==> config.mk <==
export PLATFORM = sky130hd
export DESIGN_NAME = stopwatch_adj_core
export DESIGN_NICKNAME = d
export VERILOG_FILES = /design/src/rtl/stopwatch_adj_core.sv
export SDC_FILE = /design/constraint.sdc
export NUM_CORES = 1
export LEC_CHECK = 0
export BUFFER_PORTS_ARGS = -buffer_cell sky130_fd_sc_hd__buf_2
export CAP_MARGIN = 20
export CORE_MARGIN = 3
export CORE_UTILIZATION = 45
export CTS_CLUSTER_SIZE = 14
export DETAILED_ROUTE_END_ITERATION = 16
export HOLD_SLACK_MARGIN = 0.03
export PLACE_DENSITY = 0.67
export SYNTH_ARGS = -nofsm -noshare
export SYNTH_HDL_FRONTEND = slang
export SYNTH_SLANG_ARGS = --single-unit
==> constraint.sdc <==
create_clock -name clk -period 5.6 [get_ports clk]
set_input_delay 0.84 -clock clk [delete_from_list [all_inputs] [get_ports clk]]
set_output_delay 0.84 -clock clk [all_outputs]
set_load 0.02 [all_outputs]
==> src/rtl/stopwatch_adj_core.sv <==
// Minutes/seconds stopwatch core with run/pause/expired states, up/down run
// counting and per-field adjust, all qualified by single-cycle enable ticks.
module stopwatch_adj_core #(
    parameter int SEC_MOD = 60,
    parameter int MIN_MOD = 60,
    parameter int SEC_W   = 6,
    parameter int MIN_W   = 6,
    parameter bit RST_RUN = 1'b1
) (
    input  logic             clk,
    input  logic             rst,
    input  logic             tick_run,
    input  logic             tick_adj,
    input  logic             adj,
    input  logic             sel,
    input  logic             pause_tgl,
    input  logic             dir,
    output logic [MIN_W-1:0] minutes,
    output logic [SEC_W-1:0] seconds,
    output logic             paused,
    output logic             expired,
    output logic             carry_pulse
);

    typedef enum logic [1:0] {
        ST_RUNNING = 2'd0,
        ST_PAUSED  = 2'd1,
        ST_EXPIRED = 2'd2
    } state_t;

    localparam logic [SEC_W-1:0] SEC_MAX = SEC_W'(SEC_MOD - 1);
    localparam logic [MIN_W-1:0] MIN_MAX = MIN_W'(MIN_MOD - 1);
    localparam logic [SEC_W-1:0] SEC_ONE = SEC_W'(1);
    localparam logic [MIN_W-1:0] MIN_ONE = MIN_W'(1);
    localparam state_t           RST_STATE = RST_RUN ? ST_RUNNING : ST_PAUSED;

    state_t           state_q, state_d;
    logic [SEC_W-1:0] sec_q, sec_d;
    logic [MIN_W-1:0] min_q, min_d;
    logic             carry_q, carry_d;

    logic             sec_wrap;
    logic             min_wrap;
    logic             hit_zero;

    always_comb begin
        state_d  = state_q;
        sec_d    = sec_q;
        min_d    = min_q;
        carry_d  = 1'b0;
        sec_wrap = (sec_q == SEC_MAX);
        min_wrap = (min_q == MIN_MAX);
        hit_zero = 1'b0;

        if (adj) begin
            // Adjust mode: no run counting, no pause toggling, no inter-field carry.
            if (tick_adj) begin
                if (sel) begin
                    sec_d = sec_wrap ? '0 : sec_q + SEC_ONE;
                end else begin
                    min_d = min_wrap ? '0 : min_q + MIN_ONE;
                end
                if (state_q == ST_EXPIRED) begin
                    state_d = ST_PAUSED;
                end
            end
        end else begin
            if (tick_run && state_q == ST_RUNNING) begin
                if (!dir) begin
                    sec_d = sec_wrap ? '0 : sec_q + SEC_ONE;
                    if (sec_wrap) begin
                        min_d   = min_wrap ? '0 : min_q + MIN_ONE;
                        carry_d = min_wrap;
                    end
                end else if (sec_q != '0) begin
                    sec_d    = sec_q - SEC_ONE;
                    hit_zero = (sec_q == SEC_ONE) && (min_q == '0);
                end else if (min_q != '0) begin
                    sec_d = SEC_MAX;
                    min_d = min_q - MIN_ONE;
                end else begin
                    hit_zero = 1'b1;
                end
            end

            // Expiry outranks a pause toggle landing on the same edge.
            if (hit_zero) begin
                state_d = ST_EXPIRED;
            end else if (pause_tgl && state_q == ST_RUNNING) begin
                state_d = ST_PAUSED;
            end else if (pause_tgl && state_q == ST_PAUSED) begin
                state_d = ST_RUNNING;
            end
        end
    end

    always_ff @(posedge clk or posedge rst) begin
        if (rst) begin
            state_q <= RST_STATE;
            sec_q   <= '0;
            min_q   <= '0;
            carry_q <= 1'b0;
        end else begin
            state_q <= state_d;
            sec_q   <= sec_d;
            min_q   <= min_d;
            carry_q <= carry_d;
        end
    end

    assign minutes     = min_q;
    assign seconds     = sec_q;
    assign carry_pulse = carry_q;
    assign paused      = (state_q == ST_PAUSED);
    assign expired     = (state_q == ST_EXPIRED);

endmodule

Word-level counts from Yosys, hierarchy flattened
Index checks and enable logic that the tools add are counted.

word-level totals
  flip-flop bits (word level) = 15
  latch bits = 0
  bits in writable memories = 0
  memory bits (read-only) = 0
  input bits = 8
  output and inout bits = 15
  memories kept = 0

cells by class
  $add $sub $neg = 4
  multipliers = 0
  div/mod/pow operators = 0
  magnitude comparators = 0
  equality and inequality tests = 12
  shifts and indexed selects = 0
  multiplexer cells = 32
  bitwise logic cells = 0
  reduce and logical (&&, ||, !) cells = 14

operator list
  operator                                              number
  2-to-1 mux 6 bit                                      17
  adder 6 x 1 -> 6 bit (second input constant)          2
  equality test 6 bit (second input constant)           2
  2-to-1 mux 2 bit                                      6
  nonzero test 6 bit                                    2
  subtractor 6 x 1 -> 6 bit (second input constant)     2
  2-to-1 mux 1 bit                                      9
  equality test 6 x 1 -> 1 bit (second input constant)  1
  zero test 6 bit                                       1
  AND reduction 6 bit                                   1
  logical AND 1 bit                                     4
  != test 2 x 1 -> 1 bit (second input constant)        2
  != test 2 bit (second input constant)                 2
  != test 4 x 2 -> 1 bit (second input constant)        1
  AND reduction 4 bit                                   1
  nonzero test 4 bit                                    1
  != test 3 x 2 -> 1 bit (second input constant)        1
  != test 3 bit (second input constant)                 1
  AND reduction 3 bit                                   1
  nonzero test 3 bit                                    1
  equality test 2 x 1 -> 1 bit (second input constant)  1
  equality test 2 bit (second input constant)           1
  zero test 2 bit                                       1
  nonzero test 2 bit                                    1

Longest topological paths before layout
  depth in word-level cells = 8
  depth in mapped cells = 7

Worst setup path after synthesis
Ideal clock, no wire load.

  kind = input-to-reg
  start = input port adj
  end = register min_q[0] (netlist: minutes[0])
  setup time = 125 ps
  data arrival time = 2,162 ps
  required time = 5,475 ps
  setup slack = 3,313 ps
  cell stages on the path = 5
  path buffers = 1
  cells stage by stage = or4b_4 -> o31a_4 -> or2_1 -> buf_6 -> mux2_4

between the ends
  word-level cells in the longest chain between the ends = 2

RTL lines
  element                                                   RTL line  RTL
  start: declaration                                        14        input logic adj,
  != test 3 x 2 -> 1 bit (no line) (tied with other cells)  --
  AND reduction 6 bit (no line)                             --
  end signal: assignment                                    106       min_q <= min_d;
  end: declaration                                          39        logic [MIN_W-1:0] min_q, min_d;

Parallel ways exist; a longest one is shown, timed or not.
A chain may end at the register's enable or synchronous reset.

Worst setup path after layout
  start = register sec_q[0] (netlist: seconds[0])
  end = register min_q[0] (netlist: minutes[0])

between the ends
  word-level cells in the longest chain between the ends = 3

RTL lines
  element                                                               RTL line  RTL
  start: declaration                                                    38        logic [SEC_W-1:0] sec_q, sec_d;
  start signal: assignment                                              100       sec_q <= '0;
  start signal: assignment                                              105       sec_q <= sec_d;
  nonzero test 6 bit / equality test 6 bit (equally long branches)      75, 51
  != test 3 bit (no line) / nonzero test 3 bit (equally long branches)  --
  AND reduction 6 bit (no line) *                                       --

Mark *: on every way between the ends. The rest lies on a longest branch, timed or not.

==> metrics.md <==
| Metric | Value |
|---|---|
| Global-route wire length before repair | 5.59 mm |
| Die area | 3440 um2 |
| Worst Slack Setup Final | 3.38 ns |
| Internal Pwr Total | 0.309 mW |
| Final hold viol count | 0 |
| Sequential power share | 37.7% |
| Power share of the clock group | 10.4% |
| CTS resizes | 0 |
| RR Endpoint | minutes[0] |
| Gpl congestion | 0.880 |
| Area Overhead vs Synth | 10.8% |
| Fin crit period | 2.22 ns |
| Antenna violations before repair | 0 |
| Via density | 6.34 |
| Ys Warns | 0 |
| CP delay by family, top | flip-flops |
| CTS Hold Bufs | 0 |
| I/O Pins | 23 |
| Fmax | 0.450 GHz |
| Syn nets | 166 |
| Crit path arrival time | 2.41 ns |
| Root Driver | clkbuf_4 |
| RSZ-0062 raised after global routing | no |
| Switch Pwr | 0.321 mW |
| Port bufs | 22 |
| TNS Setup | 0 ns |
| CP startpoint | seconds[0] |
| Cell area after synthesis | 1250 um2 |
| Vias | 1,274 |
| CP Max Fanout | 9 |
| Worst-path clk slew | 0.09 ns |
| Outcome | finished, final reports clean |
| Crit path kind | flip-flop to flip-flop |
| # diodes | 0 |
| Buf+Inv Stages, Crit Path | 0 |
| Syn Inst Count | 152 |
| Async SR Flop Fraction | 100% |
| Die height | 58.6 um |
| Vias in the first global route | 1,228 |
| Crit end category | flip-flop |
| Maxcap violations | 0 |
| Post-synth EDFFs | 0 |
| Avg WL per Cell | 16.0 um |
| Htree depth | 1 |
| TritonCTS Buffers | 3 |
| Yosys cell types | 49 |
| Worst Hold Class | flip-flop to flip-flop |
| Total routed wirelength | 3.21 mm |
| HP Start | minutes[5] |
| Pre-CTS setup slack | 3.12 ns |
| Initial Util | 49.0% |
| Sink Count | 15 |
| Final worst path period share | 39.7% |
| Reg2reg start | seconds[0] |
| Nets | 186 |
| Slowest cell on crit path | dfrtp_1 |
| Worst EP required | 5.78 ns |
| Clk_lat worst skew | 0.29 ns |
| Register area share after synthesis | 30.1% |
| R2R setup slack | 3.38 ns |
| Avg Inst Size Synth | 8.20 um2 |
| Post-DP HPWL | 2.32 mm |
| Area leader, netlist | dfrtp_1 |
| Setup Skew | 0.00208 ns |
| CORE AREA | 2540 um2 |
| Layout cells sized above 1 | 20.5% |
| Share of the synthesized area in the top cell type | 30.1% |
| Worst-Margin Slew | 0.776 ns |
| Largest net degree at the start of global routing | 20 |
| GRT Total Usage | 20.8% |
| Clk buf depth | 2 |
| Hold WS | 0.540 ns |
| Final-layout fill cell count | 252 |
| Synth top area cells | dfrtp_1, ha_1, a21oi_1, o31ai_1, o21ai_0 |
| CP peak stage delay | 0.53 ns |
| Die Span X | 58.6 um |
| Yosys reg bits | 15 |
| DR DRC count | 0 |
| Relative slew slack | 48.1% |
| Total chip power | 0.630 mW |
| Final setup viols | 0 |
| Ys flop type | dfrtp_1 |
| Element type at the critical path start | flip-flop |
| Pins Over Slew Limit | 0 |
| Worst R2R Path Depth | 6 |
| GRT overflow | 0 |
| Switching Fraction | 50.9% |
| Hold depth | 1 |
| # rows | 18 |
| CTS tree | built |
| Final core occ | 54.3% |
| CP cell instances | ha_1 -> nand4_1 -> o31ai_1 -> a41oi_2 -> or2_1 -> mux2_4 |
| P_leak | 0.633 nW |
| Post-DRT Antenna Nets | 0 |
| Cell Pwr Density | 456 nW/um2 |
| Setup Fix Bufs, Post-CTS | 0 |
| Comb pwr share | 51.9% |
| Initial DRC Count | 67 |
| Hold endpoint | minutes[5] |
| Worst VDD drop | 0.302 mV |
| TritonRoute pass-1 iters | 4 |
==> per-layer routing <==
metal	vias up	routed length, um	share of wire, %	global-route usage [%]
met2	55	1500	47	33.7
met1	608	1420	44	27.0
met5	-	0	0	0
met4	0	33	1.0	7.77
li1	607	-	-	-
met3	4	257	8.0	4.82
==> area by class of cell <==
type | count | area [um2] | share of cell area (%)
clock buffers | 4 | 26.3 | 1.90
inverters | 9 | 33.8 | 2.45
multi-input cells | 121 | 798 | 57.8
flip-flops and latches | 15 | 375 | 27.2
well taps | 30 | 37.5 | 2.72
repair buffers | 22 | 110 | 7.97
==> metrics by stage <==
stage | instances | instance area, um2
5_1_grt | 201 | 1380
3_5_place_dp | 197 | 1360
6_report | 201 | 1380
2_1_floorplan | 152 | 1250
3_3_place_gp | 197 | 1360
4_1_cts | 201 | 1380
==> cells in the final DEF (no fill, tap or decap), drive strengths merged, types with 4 or more instances in the layout <==
master,n
buf,22
dfrtp,15
a21oi,13
nor2,12
nand2,12
o21ai,10
inv,9
o31ai,9
nand3,7
nor3,7
ha,6
a31oi,4
and3,4
clkbuf,4
==> Yosys cell counts, drive strengths merged (2+ instances only) <==
cell type	instances
a211oi	2
a21oi	13
a2bb2oi	2
a31oi	4
and2	2
and3	4
buf	4
clkbuf	3
dfrtp	15
ha	6
inv	9
mux2	2
nand2	12
nand2b	2
nand3	7
nand4b	2
nor2	12
nor3	7
nor4	2
o211ai	2
o21ai	10
o22ai	2
o31a	2
o31ai	9
or2	2
==> sequential cells by signal (all words and copies together) (netlist names) <==
name	count
carry_pulse	1
minutes	6
seconds	6
state_q	2
==> power groups by stage <==
| stage | sequential [mW] | clock, mW | combinational [mW] |
|---|---|---|---|
| 2_1_floorplan | 0.251 | 0 | 0.215 |
| 4_1_cts | 0.235 | 0.0678 | 0.327 |
| 3_3_place_gp | 0.233 | 0 | 0.315 |
| 5_1_grt | 0.249 | 0.0744 | 0.364 |
| 3_5_place_dp | 0.236 | 0 | 0.325 |
| 6_report | 0.237 | 0.0654 | 0.327 |
==> worst max path at each step <==
stage                 endpoint  cells after the start
global route        minutes[0]                      6
finish              minutes[0]                      6
detailed placement  minutes[0]                      5
CTS                 minutes[0]                      6
floorplan           minutes[0]                      5
global placement    minutes[0]                      5
==> logic make-up after synthesis <==
kind of cell | after synthesis | share of synthesized area, %
DFF | 15 | 30.1
buffers and inverters | 16 | 5.82
muxes | 3 | 2.91
xor gates and xnor gates | 1 | 0.703
adders and majority gates | 6 | 6.02
and+or+nand+nor | 58 | 25.0
AOI/OAI and AO/OA | 53 | 29.4
(Power assumes the default switching activity.)
